File: src/rtl/spi_pkg.sv
// Shared types and constants for the SPI slave: FSM state encoding,
// frame/data widths, command encodings and bit-counter landmarks.
package spi_pkg;

   localparam int FRAME_W = 10;
   localparam int DATA_W  = 8;

   // Command field rx_data[9:8]
   localparam logic [1:0] CMD_WR_ADDR = 2'b00;
   localparam logic [1:0] CMD_WR_DATA = 2'b01;
   localparam logic [1:0] CMD_RD_ADDR = 2'b10;
   localparam logic [1:0] CMD_RD_DATA = 2'b11;

   // Bit counter value on the edge that captures rx_data[0], and the
   // saturated value meaning "frame complete, ignore further MOSI bits".
   localparam logic [3:0] BIT_CNT_LAST = 4'd8;
   localparam logic [3:0] BIT_CNT_DONE = 4'd9;

   typedef enum logic [2:0] {
      IDLE      = 3'd0,
      CHK_CMD   = 3'd1,
      WRITE     = 3'd2,
      READ_ADD  = 3'd3,
      READ_DATA = 3'd4
   } state_t;

endpackage

File: src/rtl/spi_tx_ser.sv
// MISO serializer: latches a read byte on load, then shifts it out
// MSB-first, one bit per edge over the following 8 edges, then returns
// MISO to 0. done stays high until clear so a frame sends its byte once.
// clear has priority over load.
module spi_tx_ser
   import spi_pkg::*;
(
   input  logic              clk,
   input  logic              rst,
   input  logic              clear,
   input  logic              load,
   input  logic [DATA_W-1:0] tx_data,
   output logic              miso,
   output logic              busy,
   output logic              done
);

   logic [DATA_W-1:0] shreg;
   logic [3:0]        cnt;

   assign busy = (cnt != 4'd0);

   // Latch, shift and done tracking; MISO is registered
   always_ff @(posedge clk or posedge rst) begin
      if (rst) begin
         shreg <= '0;
         cnt   <= 4'd0;
         done  <= 1'b0;
         miso  <= 1'b0;
      end else if (clear) begin
         shreg <= '0;
         cnt   <= 4'd0;
         done  <= 1'b0;
         miso  <= 1'b0;
      end else if (load) begin
         shreg <= tx_data;
         cnt   <= 4'd8;
         miso  <= 1'b0;
      end else if (cnt != 4'd0) begin
         miso  <= shreg[DATA_W-1];
         shreg <= {shreg[DATA_W-2:0], 1'b0};
         cnt   <= cnt - 4'd1;
         if (cnt == 4'd1) begin
            done <= 1'b1;
         end
      end else begin
         miso <= 1'b0;
      end
   end

endmodule

File: src/rtl/spi_slave.sv
// SPI slave front end for a RAM stage. Receives 10-bit frames
// (2-bit command + 8-bit address/data) MSB-first on MOSI, strobes them
// out on rx_valid, and for read-data frames returns one byte on MISO.
// Optional: define SPI_FRAME_ERR_EN to add the frame_err output, which
// pulses when SS_n aborts a frame early or cuts a MISO byte short.
module spi_slave
   import spi_pkg::*;
(
   input  logic               clk,
   input  logic               rst,
   input  logic               SS_n,
   input  logic               MOSI,
   output logic               MISO,
   output logic [FRAME_W-1:0] rx_data,
   output logic               rx_valid,
`ifdef SPI_FRAME_ERR_EN
   output logic               frame_err,
`endif
   input  logic [DATA_W-1:0]  tx_data,
   input  logic               tx_valid
);

   state_t     state_q, state_d;
   logic [3:0] bit_cnt;
   logic       rd_addr_seen;
   logic       in_shift;
   logic       frame_done;
   logic       ser_clear;
   logic       ser_load;
   logic       ser_busy;
   logic       ser_done;

   assign in_shift   = (state_q == WRITE) || (state_q == READ_ADD) ||
                       (state_q == READ_DATA);
   assign frame_done = (bit_cnt == BIT_CNT_DONE);

   // State register
   always_ff @(posedge clk or posedge rst) begin
      if (rst) begin
         state_q <= IDLE;
      end else begin
         state_q <= state_d;
      end
   end

   // Next state and serializer control; SS_n high aborts from any state
   always_comb begin
      state_d   = state_q;
      ser_clear = 1'b1;
      ser_load  = 1'b0;
      case (state_q)
         IDLE: begin
            if (!SS_n) state_d = CHK_CMD;
         end
         CHK_CMD: begin
            if (SS_n)              state_d = IDLE;
            else if (!MOSI)        state_d = WRITE;
            else if (rd_addr_seen) state_d = READ_DATA;
            else                   state_d = READ_ADD;
         end
         WRITE, READ_ADD: begin
            if (SS_n) state_d = IDLE;
         end
         READ_DATA: begin
            if (SS_n) begin
               state_d = IDLE;
            end else begin
               ser_clear = 1'b0;
               ser_load  = frame_done && tx_valid && !ser_busy && !ser_done;
            end
         end
         default: state_d = IDLE;
      endcase
   end

   // Frame capture, bit counter, rx_valid strobe and read-address tracking
   always_ff @(posedge clk or posedge rst) begin
      if (rst) begin
         rx_data      <= '0;
         rx_valid     <= 1'b0;
         bit_cnt      <= 4'd0;
         rd_addr_seen <= 1'b0;
      end else begin
         rx_valid <= 1'b0;
         if (state_q == CHK_CMD && !SS_n) begin
            rx_data <= {MOSI, {(FRAME_W-1){1'b0}}};
            bit_cnt <= 4'd0;
         end else if (in_shift && !SS_n) begin
            if (!frame_done) begin
               rx_data <= {rx_data[FRAME_W-1], rx_data[FRAME_W-3:0], MOSI};
               bit_cnt <= bit_cnt + 4'd1;
               if (bit_cnt == BIT_CNT_LAST) begin
                  rx_valid <= 1'b1;
                  if (state_q == READ_ADD)  rd_addr_seen <= 1'b1;
                  if (state_q == READ_DATA) rd_addr_seen <= 1'b0;
               end
            end
         end else begin
            bit_cnt <= 4'd0;
         end
      end
   end

`ifdef SPI_FRAME_ERR_EN
   // Early SS_n release: before the frame completed, or mid MISO byte
   always_ff @(posedge clk or posedge rst) begin
      if (rst) begin
         frame_err <= 1'b0;
      end else begin
         frame_err <= in_shift && SS_n &&
                      (!frame_done || (state_q == READ_DATA && ser_busy));
      end
   end
`endif

   spi_tx_ser u_ser (
      .clk     (clk),
      .rst     (rst),
      .clear   (ser_clear),
      .load    (ser_load),
      .tx_data (tx_data),
      .miso    (MISO),
      .busy    (ser_busy),
      .done    (ser_done)
   );

endmodule

File: config.mk
export PLATFORM = sky130hd
export DESIGN_NAME = spi_slave
export DESIGN_NICKNAME = d
export VERILOG_FILES = /design/src/rtl/spi_pkg.sv /design/src/rtl/spi_tx_ser.sv /design/src/rtl/spi_slave.sv
export SDC_FILE = /design/constraint.sdc
export NUM_CORES = 1
export LEC_CHECK = 0
export ABC_AREA = 1
export CAP_MARGIN = 5
export CORE_ASPECT_RATIO = 1.5
export CORE_MARGIN = 2
export CORE_UTILIZATION = 48
export DETAILED_ROUTE_END_ITERATION = 10
export GPL_TIMING_DRIVEN = 0
export PLACE_DENSITY = 0.75
export SYNTH_ARGS = -nofsm -noshare
export SYNTH_HDL_FRONTEND = slang
export SYNTH_SLANG_ARGS = --single-unit
File: constraint.sdc
create_clock -name clk -period 1.41 [get_ports clk]
set_input_delay 0.282 -clock clk [delete_from_list [all_inputs] [get_ports clk]]
set_output_delay 0.282 -clock clk [all_outputs]
set_load 0.03 [all_outputs]
==> impl_metrics.prom, run 1 <==
# TYPE chip_impl_metric gauge
chip_impl_metric{name="report.final.slew_viol_count",unit=""} 0
chip_impl_metric{name="synth.avg_cell_area",unit="sq um"} 8.72
chip_impl_metric{name="firstDrtPassIters",unit=""} 4
chip_impl_metric{name="syn2layout_area_growth",unit="%"} 35.6
chip_impl_metric{name="post_synth_num_cell_types",unit=""} 27
chip_impl_metric{name="dpl.hpwl",unit="mm"} 2.29
chip_impl_metric{name="fmax",unit="GHz"} 0.716
chip_impl_metric{name="total_of_buffers_placed_on_input_and_output_ports",unit=""} 24
chip_impl_metric{name="placer_congestion_estimate",unit=""} 0.729
chip_impl_metric{name="grt_pass1_wl",unit="mm"} 5.78
chip_impl_metric{name="synth.cell_area",unit="sq mm"} 0.00168
chip_impl_metric{name="share_seq_of_total_power",unit=""} 0.459
chip_impl_metric{name="delay_of_the_slowest_cell_on_the_worst_path",unit="ps"} 430
chip_impl_metric{name="core_area",unit="sq mm"} 0.00338
chip_impl_metric{name="finalCriticalPeriod",unit="ps"} 1400
chip_impl_metric{name="timing.hold.ws",unit="ps"} 450
chip_impl_metric{name="clockBufferDepth",unit=""} 2
chip_impl_metric{name="drc",unit=""} 0
chip_impl_metric{name="timing.critical_path.required",unit="ps"} 1630
chip_impl_metric{name="num_antenna_cells",unit=""} 0
chip_impl_metric{name="grtUsageTotal",unit=""} 0.191
chip_impl_metric{name="ctsHtreeMaxLevel",unit=""} 2
chip_impl_metric{name="grt_antenna_before_repair",unit=""} 0
chip_impl_metric{name="fin_crit_sh",unit=""} 0.990
chip_impl_metric{name="die_h",unit="um"} 76.5
chip_impl_metric{name="clock_latency_at_the_later_pin_of_the_worst_skew_pair",unit="ps"} 290
chip_impl_metric{name="post_synth_inst_count",unit=""} 193
chip_impl_info{name="clock_tree.root_cell",value="sky130_fd_sc_hd__clkbuf_8"} 1
chip_impl_metric{name="routedWlPerCell",unit="um"} 12.9
chip_impl_info{name="setup_repair_after_global_routing_missed_its_margin",value="true"} 1
chip_impl_info{name="setup.worst_path.class",value="register to register"} 1
chip_impl_info{name="tritoncts",value="built"} 1
chip_impl_metric{name="max-slew-margin-rel",unit=""} 0.511
chip_impl_metric{name="syn_nets",unit=""} 212
chip_impl_info{name="worstSetupEndpointType",value="register"} 1
chip_impl_metric{name="final_core_util",unit=""} 0.675
chip_impl_metric{name="post_drt_via_cell_ratio",unit=""} 4.98
chip_impl_metric{name="power_report.internal_total",unit="mW"} 1.59
chip_impl_metric{name="path_buf_inv",unit=""} 2
chip_impl_metric{name="grt_pass1_vias",unit=""} 1339
chip_impl_metric{name="combPwrFrac",unit=""} 0.248
chip_impl_info{name="crit_path_cell_trace",value="nor2_4 > nand3_4 > clkinvlp_4 > nand2_4 > nor2_4 > buf_6 > nand2_4 > nand3_2"} 1
chip_impl_metric{name="drt_first_iter_violations",unit=""} 25
chip_impl_info{name="run_status",value="complete, no violations"} 1
chip_impl_metric{name="vdd.ir_drop.worst",unit="mV"} 1.04
chip_impl_metric{name="total_number_of_vias",unit=""} 1420
chip_impl_info{name="hold_class",value="primary input to asynchronous set/reset pin"} 1
chip_impl_metric{name="yosysSeqAreaShare",unit=""} 0.491
chip_impl_info{name="cpLargestDelayFamily",value="simple AND/OR/NAND/NOR gates"} 1
chip_impl_metric{name="start_util",unit=""} 0.497
chip_impl_metric{name="die-area",unit="sq mm"} 0.00401
chip_impl_metric{name="power.switching",unit="uW"} 788
chip_impl_metric{name="power.share.clock",unit=""} 0.293
chip_impl_metric{name="flops_latches_synth",unit=""} 33
chip_impl_metric{name="rows",unit=""} 26
chip_impl_metric{name="totalPowerFinal",unit="mW"} 2.38
chip_impl_metric{name="timing_hold_violations_final",unit=""} 0
chip_impl_metric{name="cts_sinks",unit=""} 33
chip_impl_metric{name="io_pins",unit=""} 25
chip_impl_metric{name="grt-ovfl-total",unit=""} 0
chip_impl_metric{name="post_route_cells_drive_above_1_share",unit=""} 0.251
chip_impl_metric{name="leakagePower",unit="nW"} 1.18
chip_impl_info{name="critPathSlowestCell",value="sky130_fd_sc_hd__dfrtp_1"} 1
chip_impl_metric{name="die_width",unit="um"} 52.3
chip_impl_metric{name="placed_cells_incl_taps",unit=""} 259
chip_impl_metric{name="timing.clock.skew",unit="ps"} 11.1
chip_impl_metric{name="final-instance-count-excl-fill",unit=""} 285
chip_impl_metric{name="numCtsBuffers",unit=""} 5
chip_impl_metric{name="layout.nets",unit=""} 261
chip_impl_metric{name="wl",unit="mm"} 3.67
chip_impl_metric{name="power_per_cell_area",unit="mW/mm^2"} 1040
chip_impl_metric{name="grt_start_max_net_pins",unit=""} 34
chip_impl_metric{name="arrival_time_of_data_at_the_critical_path_endpoint",unit="ps"} 1620
chip_impl_metric{name="critical_path_peak_fanout",unit=""} 8
chip_impl_info{name="worstSetupStartpointType",value="register"} 1
chip_impl_metric{name="cap_violations",unit=""} 0
chip_impl_metric{name="ant_nets",unit=""} 0
chip_impl_metric{name="hold_buffers",unit=""} 0
chip_impl_metric{name="cts.reportedPaths.clkPinSlew",unit="ps"} 80
chip_impl_metric{name="worst-slew-pin-transition",unit="ps"} 732
chip_impl_metric{name="setup_violations",unit=""} 0
chip_impl_metric{name="switching_power_share_of_the_total",unit=""} 0.331
chip_impl_metric{name="synthesis.yosys.warnings",unit=""} 0
-- cell usage after synthesis, drive strengths merged --
| library cell | n | area [sq um] |
|---|---|---|
| o21a | 1 | 7.51 |
| ha | 6 | 75.1 |
| inv | 44 | 165 |
| nor3 | 1 | 5.00 |
| o2111ai | 1 | 8.76 |
| xor2 | 3 | 26.3 |
| o22ai | 8 | 50.1 |
| nand3 | 27 | 170 |
| o21ai | 8 | 40.0 |
| a21oi | 4 | 23.8 |
| xnor2 | 1 | 8.76 |
| buf | 2 | 16.3 |
| nor2 | 12 | 75.1 |
| nand2 | 36 | 150 |
| dfrtp | 33 | 826 |
| clkinv | 1 | 3.75 |
| nand4 | 4 | 25.0 |
| and3 | 1 | 6.26 |
-- power groups by stage --
stage	logic (mW)	clock network, mW	registers [mW]
2_1_floorplan	0.220	0	1.24
3_3_place_gp	0.568	0	1.11
3_5_place_dp	0.572	0	1.11
4_1_cts	0.546	0.709	1.10
5_1_grt	0.636	0.760	1.10
6_report	0.591	0.699	1.09
-- metal layers --
| metal | track usage | wire length (um) |
|---|---|---|
| met1 | 0.221 | 1500 |
| met2 | 0.335 | 1980 |
| met3 | 0.0412 | 153 |
| met4 | 0.0615 | 40 |
| met5 | 0 | 0 |
-- cells by family after synthesis --
| kind of cell | count (synthesis) | share of synthesized area |
|---|---|---|
| DFF | 33 | 0.491 |
| adders and majority gates | 6 | 0.0446 |
| and+or+nand+nor | 81 | 0.257 |
| AOI/OAI and AO/OA | 22 | 0.0773 |
| buffers and inverters | 47 | 0.110 |
| xor gates and xnor gates | 4 | 0.0208 |
-- registers in the layout (all words and copies together) (netlist names) --
register      flops
bit_cnt           4
rd_addr_seen      1
rx_data          10
rx_valid          1
state_q           3
u_ser.cnt         4
u_ser.done        1
u_ser.miso        1
u_ser.shreg       8
-- path summary, 6_finish.rpt --
kind	startpoint	cells after the start	slack [ps]	end
min in group clk	u_ser.shreg[6]	2	480	u_ser.shreg[6]
hold reg to reg	u_ser.shreg[6]	2	480	u_ser.shreg[6]
setup reg to reg	state_q[1]	8	10	u_ser.shreg[1]
hold / removal	rst	2	450	bit_cnt[0]
max in group asynchronous	rst	2	530	bit_cnt[0]
setup / recovery	state_q[1]	8	10	u_ser.shreg[1]
-- repair_timing --
| item | 4_1_cts | 5_1_grt |
|---|---|---|
| gates cloned | 1 | 0 |
| gates resized for setup | 24 | 17 |
| pin swaps | 4 | 3 |
| endpoints found under the setup margin | 65 | 20 |
| setup buffers | 6 | 11 |
-- worst register-to-register path: stages, from the launching register on --
cell and delay [ps]:
sky130_fd_sc_hd__dfrtp_1 430, sky130_fd_sc_hd__nor2_4 130, sky130_fd_sc_hd__nand3_4 160, sky130_fd_sc_hd__clkinvlp_4 150
sky130_fd_sc_hd__nand2_4 50, sky130_fd_sc_hd__nor2_4 150, sky130_fd_sc_hd__buf_6 150, sky130_fd_sc_hd__nand2_4 50
sky130_fd_sc_hd__nand3_2 60
-- cell usage in the layout, fill, tap and decap left out, types with 2 or more instances in the layout --
master | Yosys | final
sky130_fd_sc_hd__nor2_1 | 8 | 6
sky130_fd_sc_hd__nand4_1 | 4 | 4
sky130_fd_sc_hd__nand2_1 | 32 | 27
sky130_fd_sc_hd__buf_6 | 1 | 3
sky130_fd_sc_hd__xor2_1 | 3 | 3
sky130_fd_sc_hd__clkdlybuf4s50_1 | 0 | 12
sky130_fd_sc_hd__ha_1 | 6 | 4
sky130_fd_sc_hd__clkbuf_8 | 0 | 5
sky130_fd_sc_hd__buf_4 | 0 | 16
sky130_fd_sc_hd__ha_4 | 0 | 2
sky130_fd_sc_hd__dlygate4sd2_1 | 0 | 12
sky130_fd_sc_hd__nor2_2 | 0 | 2
sky130_fd_sc_hd__nand3_1 | 23 | 21
sky130_fd_sc_hd__clkinvlp_4 | 0 | 3
sky130_fd_sc_hd__clkinv_2 | 0 | 2
sky130_fd_sc_hd__o21ai_0 | 6 | 6
sky130_fd_sc_hd__o22ai_1 | 8 | 8
sky130_fd_sc_hd__nand2_2 | 3 | 6
sky130_fd_sc_hd__nand3_4 | 2 | 3
sky130_fd_sc_hd__nor2_4 | 4 | 4
sky130_fd_sc_hd__inv_1 | 43 | 38
sky130_fd_sc_hd__a21oi_1 | 3 | 3
sky130_fd_sc_hd__dfrtp_1 | 33 | 32
sky130_fd_sc_hd__inv_2 | 1 | 4
sky130_fd_sc_hd__nand3_2 | 2 | 3
sky130_fd_sc_hd__nand2_4 | 1 | 3
-- area by class of cell --
type | count | area [sq um]
Clock inverter | 3 | 17.5
Sequential cell | 33 | 827
Inverter | 45 | 179
Timing Repair Buffer | 42 | 368
Tap cell | 42 | 52.6
Buffer | 2 | 16.3
Multi-Input combinational cell | 113 | 753
Clock buffer | 5 | 68.8
Fill cell | 292 | 1100
-- through the flow --
stage	setup WS, ps	area, sq um	setup TNS [ps]
after floorplan	17.8	1680	0
after global placement	-384	1980	-17980
after detailed placement	-379	1980	-18030
after CTS	-10.3	2130	-18.6
after global routing	-80.4	2280	-1030
final	14.1	2280	0
(Power assumes the default switching activity.)
==> run 2: changes to the inputs <==
Settings changed: CELL_PAD_IN_SITES_DETAIL_PLACEMENT from default to 0, CELL_PAD_IN_SITES_GLOBAL_PLACEMENT from default to 1, CORE_UTILIZATION 48 to 36, PLACE_DENSITY 0.75 to default, PLACE_DENSITY_LB_ADDON from default to 0.1.
==> run 2 against run 1 <==
Flip-flop and latch count stayed put. Count of clock-buffer cells in the layout up 2. Register-to-register slack barely moved. Global-route usage down 3.0 points. Non-clock buffer count is 1 lower.
==> impl_metrics.prom, run 2 (synthesized netlist as in run 1, its figures left out) <==
# TYPE chip_impl_metric gauge
chip_impl_metric{name="num_antenna_cells",unit=""} 0
chip_impl_metric{name="total_number_of_vias",unit=""} 1405
chip_impl_info{name="most_frequent_standard_cell_in_the_layout_excluding_fill_and_tap_cells",value="sky130_fd_sc_hd__inv_1"} 1
chip_impl_metric{name="cap_violations",unit=""} 0
chip_impl_metric{name="leakagePower",unit="nW"} 1.21
chip_impl_metric{name="numCtsBuffers",unit=""} 5
chip_impl_info{name="endpoint",value="u_ser.shreg[1]"} 1
chip_impl_metric{name="share_seq_of_total_power",unit=""} 0.439
chip_impl_metric{name="setup_ws",unit="ps"} 14.7
chip_impl_metric{name="grt_pass1_vias",unit=""} 1395
chip_impl_metric{name="hold_buffers",unit=""} 0
chip_impl_metric{name="die_h",unit="um"} 87.7
chip_impl_metric{name="total_of_buffers_placed_on_input_and_output_ports",unit=""} 24
chip_impl_metric{name="placer_congestion_estimate",unit=""} 0.802
chip_impl_metric{name="grtUsageTotal",unit=""} 0.160
chip_impl_metric{name="critical_path_peak_fanout",unit=""} 6
chip_impl_info{name="critical_path.reg2reg.endpoint",value="u_ser.shreg[1]"} 1
chip_impl_info{name="setup.worst_path.class",value="register to register"} 1
chip_impl_metric{name="arrival_time_of_data_at_the_critical_path_endpoint",unit="ps"} 1560
chip_impl_metric{name="drc",unit=""} 0
chip_impl_metric{name="power_report.internal_total",unit="mW"} 1.71
chip_impl_info{name="reg.largest.list",value="rx_data (10), u_ser.shreg (8)"} 1
chip_impl_metric{name="finalCriticalPeriod",unit="ps"} 1400
chip_impl_metric{name="fin_crit_sh",unit=""} 0.990
chip_impl_metric{name="grt-ovfl-total",unit=""} 0
chip_impl_metric{name="switching_power_share_of_the_total",unit=""} 0.312
chip_impl_info{name="worstSetupStartpointType",value="register"} 1
chip_impl_info{name="hold_class",value="primary input to asynchronous set/reset pin"} 1
chip_impl_metric{name="worst-slew-pin-transition",unit="ps"} 789
chip_impl_metric{name="die_width",unit="um"} 59.8
chip_impl_metric{name="totalPowerFinal",unit="mW"} 2.49
chip_impl_metric{name="place_area",unit="sq mm"} 0.00201
chip_impl_metric{name="routedWlPerCell",unit="um"} 13.3
chip_impl_metric{name="drt_first_iter_violations",unit=""} 60
chip_impl_metric{name="setup_violations",unit=""} 0
chip_impl_metric{name="final-instance-count-excl-fill",unit=""} 291
chip_impl_metric{name="core_area",unit="sq mm"} 0.00450
chip_impl_metric{name="rows",unit=""} 30
chip_impl_info{name="worstSetupEndpointType",value="register"} 1
chip_impl_metric{name="post_route_cells_drive_above_1_share",unit=""} 0.280
chip_impl_metric{name="io_pins",unit=""} 25
chip_impl_metric{name="r2r.worst_path.cells",unit=""} 8
chip_impl_info{name="tritoncts",value="built"} 1
chip_impl_metric{name="ctsHtreeMaxLevel",unit=""} 2
chip_impl_info{name="critical_register_to_register_path_startpoint",value="bit_cnt[1]"} 1
chip_impl_metric{name="max-slew-margin-rel",unit=""} 0.473
chip_impl_metric{name="fmax",unit="GHz"} 0.717
chip_impl_metric{name="stdcell_area",unit="sq mm"} 0.00241
chip_impl_metric{name="pre_cts_slack",unit="ps"} -322
chip_impl_metric{name="wl",unit="mm"} 3.87
chip_impl_info{name="worst_setup_path_startpoint",value="bit_cnt[1]"} 1
chip_impl_metric{name="ant_nets",unit=""} 0
chip_impl_metric{name="firstDrtPassIters",unit=""} 4
chip_impl_metric{name="grt_pass1_wl",unit="mm"} 6.23
chip_impl_metric{name="cts.reportedPaths.clkPinSlew",unit="ps"} 70
chip_impl_metric{name="die-area",unit="sq mm"} 0.00525
chip_impl_info{name="run_status",value="complete, no violations"} 1
chip_impl_metric{name="vdd.ir_drop.worst",unit="mV"} 0.560
chip_impl_metric{name="timing.clock.skew",unit="ps"} 2.14
chip_impl_metric{name="clock_latency_at_the_later_pin_of_the_worst_skew_pair",unit="ps"} 280
chip_impl_metric{name="power.switching",unit="uW"} 778
chip_impl_metric{name="timing.critical_path.required",unit="ps"} 1580
chip_impl_metric{name="largest_register_ffs",unit=""} 10
chip_impl_metric{name="syn2layout_area_growth",unit="%"} 43.2
chip_impl_metric{name="dpl.hpwl",unit="mm"} 2.67
chip_impl_metric{name="report.final.slew_viol_count",unit=""} 0
chip_impl_metric{name="grt_start_max_net_pins",unit=""} 19
chip_impl_metric{name="setup.reg_to_reg.worst_slack",unit="ps"} 10
chip_impl_info{name="clock_tree.root_cell",value="sky130_fd_sc_hd__clkbuf_8"} 1
chip_impl_metric{name="post_drt_via_cell_ratio",unit=""} 4.83
chip_impl_metric{name="cts_sinks",unit=""} 33
chip_impl_metric{name="power_per_cell_area",unit="mW/mm^2"} 1030
chip_impl_metric{name="combPwrFrac",unit=""} 0.250
chip_impl_metric{name="start_util",unit=""} 0.374
chip_impl_metric{name="clockBufferDepth",unit=""} 2
chip_impl_info{name="regMostFlops",value="rx_data"} 1
chip_impl_metric{name="power.share.clock",unit=""} 0.312
chip_impl_metric{name="timing_hold_violations_final",unit=""} 0
chip_impl_metric{name="grt_antenna_before_repair",unit=""} 0
chip_impl_info{name="most-common-layout-cells",value="sky130_fd_sc_hd__inv_1 (38), sky130_fd_sc_hd__dfrtp_1 (32), sky130_fd_sc_hd__nand2_1 (30), sky130_fd_sc_hd__nand3_2 (14), sky130_fd_sc_hd__buf_4 (14)"} 1
chip_impl_metric{name="placed_cells_incl_taps",unit=""} 266
chip_impl_info{name="setup_repair_after_global_routing_missed_its_margin",value="true"} 1
chip_impl_metric{name="layout.nets",unit=""} 261
run 2: power by group through the flow:
stage / sequential [mW] / combinational [mW] / clock (mW)
final: 1.09 / 0.622 / 0.777
after global routing: 1.11 / 0.679 / 0.833
after CTS: 1.09 / 0.561 / 0.815
after detailed placement: 1.11 / 0.588 / 0
after global placement: 1.11 / 0.573 / 0
after floorplan: 1.24 / 0.220 / 0
run 2: how the worst min path moves through the flow:
stage | from | end | slack [ps] | cells past startpoint
after floorplan | tx_data[0] | u_ser.shreg[0] | 400 | 2
after global placement | u_ser.shreg[0] | u_ser.shreg[0] | 460 | 2
after detailed placement | u_ser.shreg[0] | u_ser.shreg[0] | 460 | 2
after CTS | rst | u_ser.cnt[1] | 470 | 2
after global routing | rst | u_ser.shreg[0] | 510 | 2
final | rst | u_ser.cnt[1] | 440 | 2
run 2: critical path, cell delays in order (launching register included):
cell                      delay [ps]
sky130_fd_sc_hd__dfrtp_1         410
sky130_fd_sc_hd__inv_2            90
sky130_fd_sc_hd__ha_4            150
sky130_fd_sc_hd__nand3_4          80
sky130_fd_sc_hd__nor2_4          190
sky130_fd_sc_hd__buf_6           150
sky130_fd_sc_hd__nor2_4           60
sky130_fd_sc_hd__nand2_1          80
sky130_fd_sc_hd__nand3_2          60
run 2: per-layer routing:
layer	GRT usage	wire length, um
met1	0.166	1470
met2	0.295	2180
met3	0.0369	125
met4	0.0727	89
met5	0	0
run 2: what timing repair did:
| action | CTS | global route |
|---|---|---|
| setup endpoints to repair | 34 | 21 |
| gates cloned | 1 | 0 |
| setup buffers | 9 | 8 |
| gates resized for setup | 26 | 28 |
| pin swaps | 11 | 17 |
run 2: stage by stage:
stage | hold slack [ps] | util | setup TNS [ps]
after floorplan | 399 | - | 0
after global placement | 461 | 0.440 | -20610
after detailed placement | 460 | 0.446 | -6140
after CTS | 471 | 0.493 | -3.15
after global routing | 509 | 0.535 | -400
final | 442 | 0.535 | 0
run 2: cell type report:
class / count / area, sq um
Buffer: 1 / 15.0
Fill cell: 429 / 2090
Clock buffer: 7 / 96.3
Inverter: 45 / 175
Timing Repair Buffer: 42 / 409
Sequential cell: 33 / 827
Tap cell: 48 / 60.1
Multi-Input combinational cell: 114 / 822
Clock inverter: 1 / 5.00
==> run 3: changes to the inputs <==
Settings changed: CELL_PAD_IN_SITES_DETAIL_PLACEMENT 0 to 1, CORE_UTILIZATION 36 to 30.
==> run 3 against run 2 <==
Largest power group unchanged. Die area is 19% higher. Register-to-register slack worse by 30 ps. Combinational power is 3% higher. The run now ends with negative setup slack left. Non-clock buffer count is 6 higher. Sequential share of layout area is 0.82 points lower. Wire length is 19% higher. Sequential power hardly changed. Clock power is 9.5% lower. Hold slack worse by 82 ps. Via count is 5.3% higher. Final area is 2.4% higher.
==> impl_metrics.prom, run 3 (synthesized netlist as in run 1, its figures left out) <==
# TYPE chip_impl_metric gauge
chip_impl_metric{name="start_util",unit=""} 0.309
chip_impl_info{name="critPathSlowestCell",value="sky130_fd_sc_hd__dfrtp_1"} 1
chip_impl_metric{name="timing.clock.skew",unit="ps"} 2.83
chip_impl_metric{name="rows",unit=""} 33
chip_impl_info{name="setup_repair_after_global_routing_missed_its_margin",value="true"} 1
chip_impl_metric{name="placer_congestion_estimate",unit=""} 0.773
chip_impl_metric{name="timing.critical_path.required",unit="ps"} 1640
chip_impl_metric{name="hold_buffers",unit=""} 0
chip_impl_metric{name="drt_first_iter_violations",unit=""} 36
chip_impl_metric{name="core_area",unit="sq mm"} 0.00545
chip_impl_metric{name="ant_nets",unit=""} 0
chip_impl_metric{name="largest_register_ffs",unit=""} 10
chip_impl_metric{name="cts.reportedPaths.clkPinSlew",unit="ps"} 70
chip_impl_metric{name="cts_sinks",unit=""} 33
chip_impl_info{name="regMostFlops",value="rx_data"} 1
chip_impl_info{name="most-common-layout-cells",value="sky130_fd_sc_hd__inv_1 (38), sky130_fd_sc_hd__dfrtp_1 (32), sky130_fd_sc_hd__nand2_1 (29), sky130_fd_sc_hd__buf_4 (16), sky130_fd_sc_hd__nand3_2 (14)"} 1
chip_impl_metric{name="firstDrtPassIters",unit=""} 4
chip_impl_metric{name="io_pins",unit=""} 25
chip_impl_metric{name="dpl.hpwl",unit="mm"} 3.05
chip_impl_metric{name="place_area",unit="sq mm"} 0.00204
chip_impl_metric{name="clock_latency_at_the_later_pin_of_the_worst_skew_pair",unit="ps"} 290
chip_impl_info{name="clock_tree.root_cell",value="sky130_fd_sc_hd__clkbuf_8"} 1
chip_impl_metric{name="die_h",unit="um"} 95.7
chip_impl_metric{name="num_antenna_cells",unit=""} 0
chip_impl_info{name="most_frequent_standard_cell_in_the_layout_excluding_fill_and_tap_cells",value="sky130_fd_sc_hd__inv_1"} 1
chip_impl_metric{name="grt_antenna_before_repair",unit=""} 0
chip_impl_metric{name="final-instance-count-excl-fill",unit=""} 318
chip_impl_info{name="crit_path_cell_trace",value="inv_2 > ha_4 > nand3_4 > inv_4 > buf_12 > a21oi_4 > buf_12 > nand3_2 > nand2_1"} 1
chip_impl_metric{name="grt_pass1_wl",unit="mm"} 7.87
chip_impl_metric{name="timing.hold.ws",unit="ps"} 359
chip_impl_metric{name="grt-ovfl-total",unit=""} 0
chip_impl_info{name="worstSetupEndpointType",value="register"} 1
chip_impl_metric{name="worst-slew-pin-transition",unit="ps"} 597
chip_impl_metric{name="die-area",unit="sq mm"} 0.00624
chip_impl_info{name="worstSetupStartpointType",value="register"} 1
chip_impl_metric{name="post_drt_via_cell_ratio",unit=""} 4.65
chip_impl_metric{name="total_number_of_vias",unit=""} 1480
chip_impl_metric{name="max-slew-margin-rel",unit=""} 0.601
chip_impl_metric{name="layout.nets",unit=""} 266
chip_impl_info{name="failed_checks",value="negative setup slack"} 1
chip_impl_metric{name="power_per_cell_area",unit="mW/mm^2"} 986
chip_impl_metric{name="routedWlPerCell",unit="um"} 14.5
chip_impl_metric{name="ctsHtreeMaxLevel",unit=""} 2
chip_impl_metric{name="fin_crit_sh",unit=""} 1.01
chip_impl_info{name="reg.largest.list",value="rx_data (10), u_ser.shreg (8)"} 1
chip_impl_metric{name="finalCriticalPeriod",unit="ps"} 1420
chip_impl_metric{name="leakagePower",unit="nW"} 1.24
chip_impl_info{name="setup.worst_path.class",value="register to register"} 1
chip_impl_metric{name="grtUsageTotal",unit=""} 0.166
chip_impl_metric{name="totalPowerFinal",unit="mW"} 2.43
chip_impl_metric{name="fmax",unit="GHz"} 0.704
chip_impl_metric{name="clockBufferDepth",unit=""} 2
chip_impl_metric{name="report.final.slew_viol_count",unit=""} 0
chip_impl_metric{name="grt_start_max_net_pins",unit=""} 22
chip_impl_metric{name="die_width",unit="um"} 65.2
chip_impl_metric{name="setup_ws",unit="ps"} -11.1
chip_impl_metric{name="post_route_cells_drive_above_1_share",unit=""} 0.298
chip_impl_metric{name="arrival_time_of_data_at_the_critical_path_endpoint",unit="ps"} 1650
chip_impl_metric{name="pre_cts_slack",unit="ps"} -369
chip_impl_info{name="run_status",value="finished, violations left"} 1
chip_impl_metric{name="critical_path_peak_fanout",unit=""} 7
chip_impl_metric{name="delay_of_the_slowest_cell_on_the_worst_path",unit="ps"} 380
chip_impl_metric{name="fill_cells",unit=""} 669
chip_impl_metric{name="numCtsBuffers",unit=""} 5
chip_impl_info{name="tritoncts",value="built"} 1
chip_impl_metric{name="vdd.ir_drop.worst",unit="mV"} 0.618
chip_impl_metric{name="grt_pass1_vias",unit=""} 1684
chip_impl_metric{name="syn2layout_area_growth",unit="%"} 46.7
chip_impl_metric{name="setup_violations",unit=""} 4
chip_impl_metric{name="cap_violations",unit=""} 0
chip_impl_metric{name="timing_hold_violations_final",unit=""} 0
chip_impl_metric{name="stdcell_area",unit="sq mm"} 0.00247
chip_impl_info{name="hold_class",value="primary input to asynchronous set/reset pin"} 1
chip_impl_metric{name="drc",unit=""} 0
chip_impl_metric{name="wl",unit="mm"} 4.60
chip_impl_metric{name="total_of_buffers_placed_on_input_and_output_ports",unit=""} 24
chip_impl_info{name="crit_path_frequent_cell",value="sky130_fd_sc_hd__buf_12"} 1
chip_impl_metric{name="placed_cells_incl_taps",unit=""} 288
run 3: power by group:
group | leakage, nW | internal [mW] | total (mW) | switching [mW]
Clock | 0.0450 | 0.342 | 0.703 | 0.361
Combinational | 0.743 | 0.244 | 0.638 | 0.394
Sequential | 0.449 | 1.03 | 1.09 | 0.0592
Total | 1.24 | 1.62 | 2.43 | 0.814
run 3: repair_timing:
| item | CTS | global route |
|---|---|---|
| setup buffers | 15 | 5 |
| cloned | 1 | 1 |
| pin swaps | 18 | 10 |
| resized for setup | 45 | 13 |
| setup endpoints to repair | 34 | 23 |
run 3: per-layer routing:
layer,global-route usage,share of wire
met4,0.0469,0.016
met3,0.0421,0.037
met5,0,0
met1,0.169,0.36
met2,0.327,0.58
run 3: cell type report:
class	instances	area, sq um	share of cell area
flip-flops and latches	33	827	0.335
multi-input cells	113	818	0.331
repair buffers	47	458	0.186
inverters	45	173	0.0699
well taps	70	87.6	0.0355
clock buffers	6	72.6	0.0294
plain buffers	2	22.5	0.00912
clock inverters	2	10.0	0.00405
run 3: path summary, 6_finish.rpt:
check                          startpoint             end  slack (ps)  cells past startpoint
max in group asynchronous             rst      state_q[2]         520                      3
min                                   rst      rx_data[1]         360                      2
min in group clk           u_ser.shreg[6]  u_ser.shreg[6]         490                      2
min reg2reg                u_ser.shreg[6]  u_ser.shreg[6]         490                      2
max                          u_ser.cnt[1]  u_ser.shreg[4]         -10                      9
max reg2reg                  u_ser.cnt[1]  u_ser.shreg[4]         -10                      9
run 3: through the flow:
| stage | setup TNS, ps | util |
|---|---|---|
| floorplan | 0 | - |
| global placement | -21120 | 0.369 |
| detailed placement | -6920 | 0.374 |
| CTS | -16.5 | 0.437 |
| global route | -843 | 0.453 |
| finish | -17.5 | 0.453 |
run 3: critical path: cells and delay by family (launching register included):
family,cells,cell delay (ps)
flip-flops,1,380
AND/OR/NAND/NOR,3,260
AO/OA/AOI/OAI,1,160
adder cells (fa/ha/maj),1,160
buffers and inverters,4,390
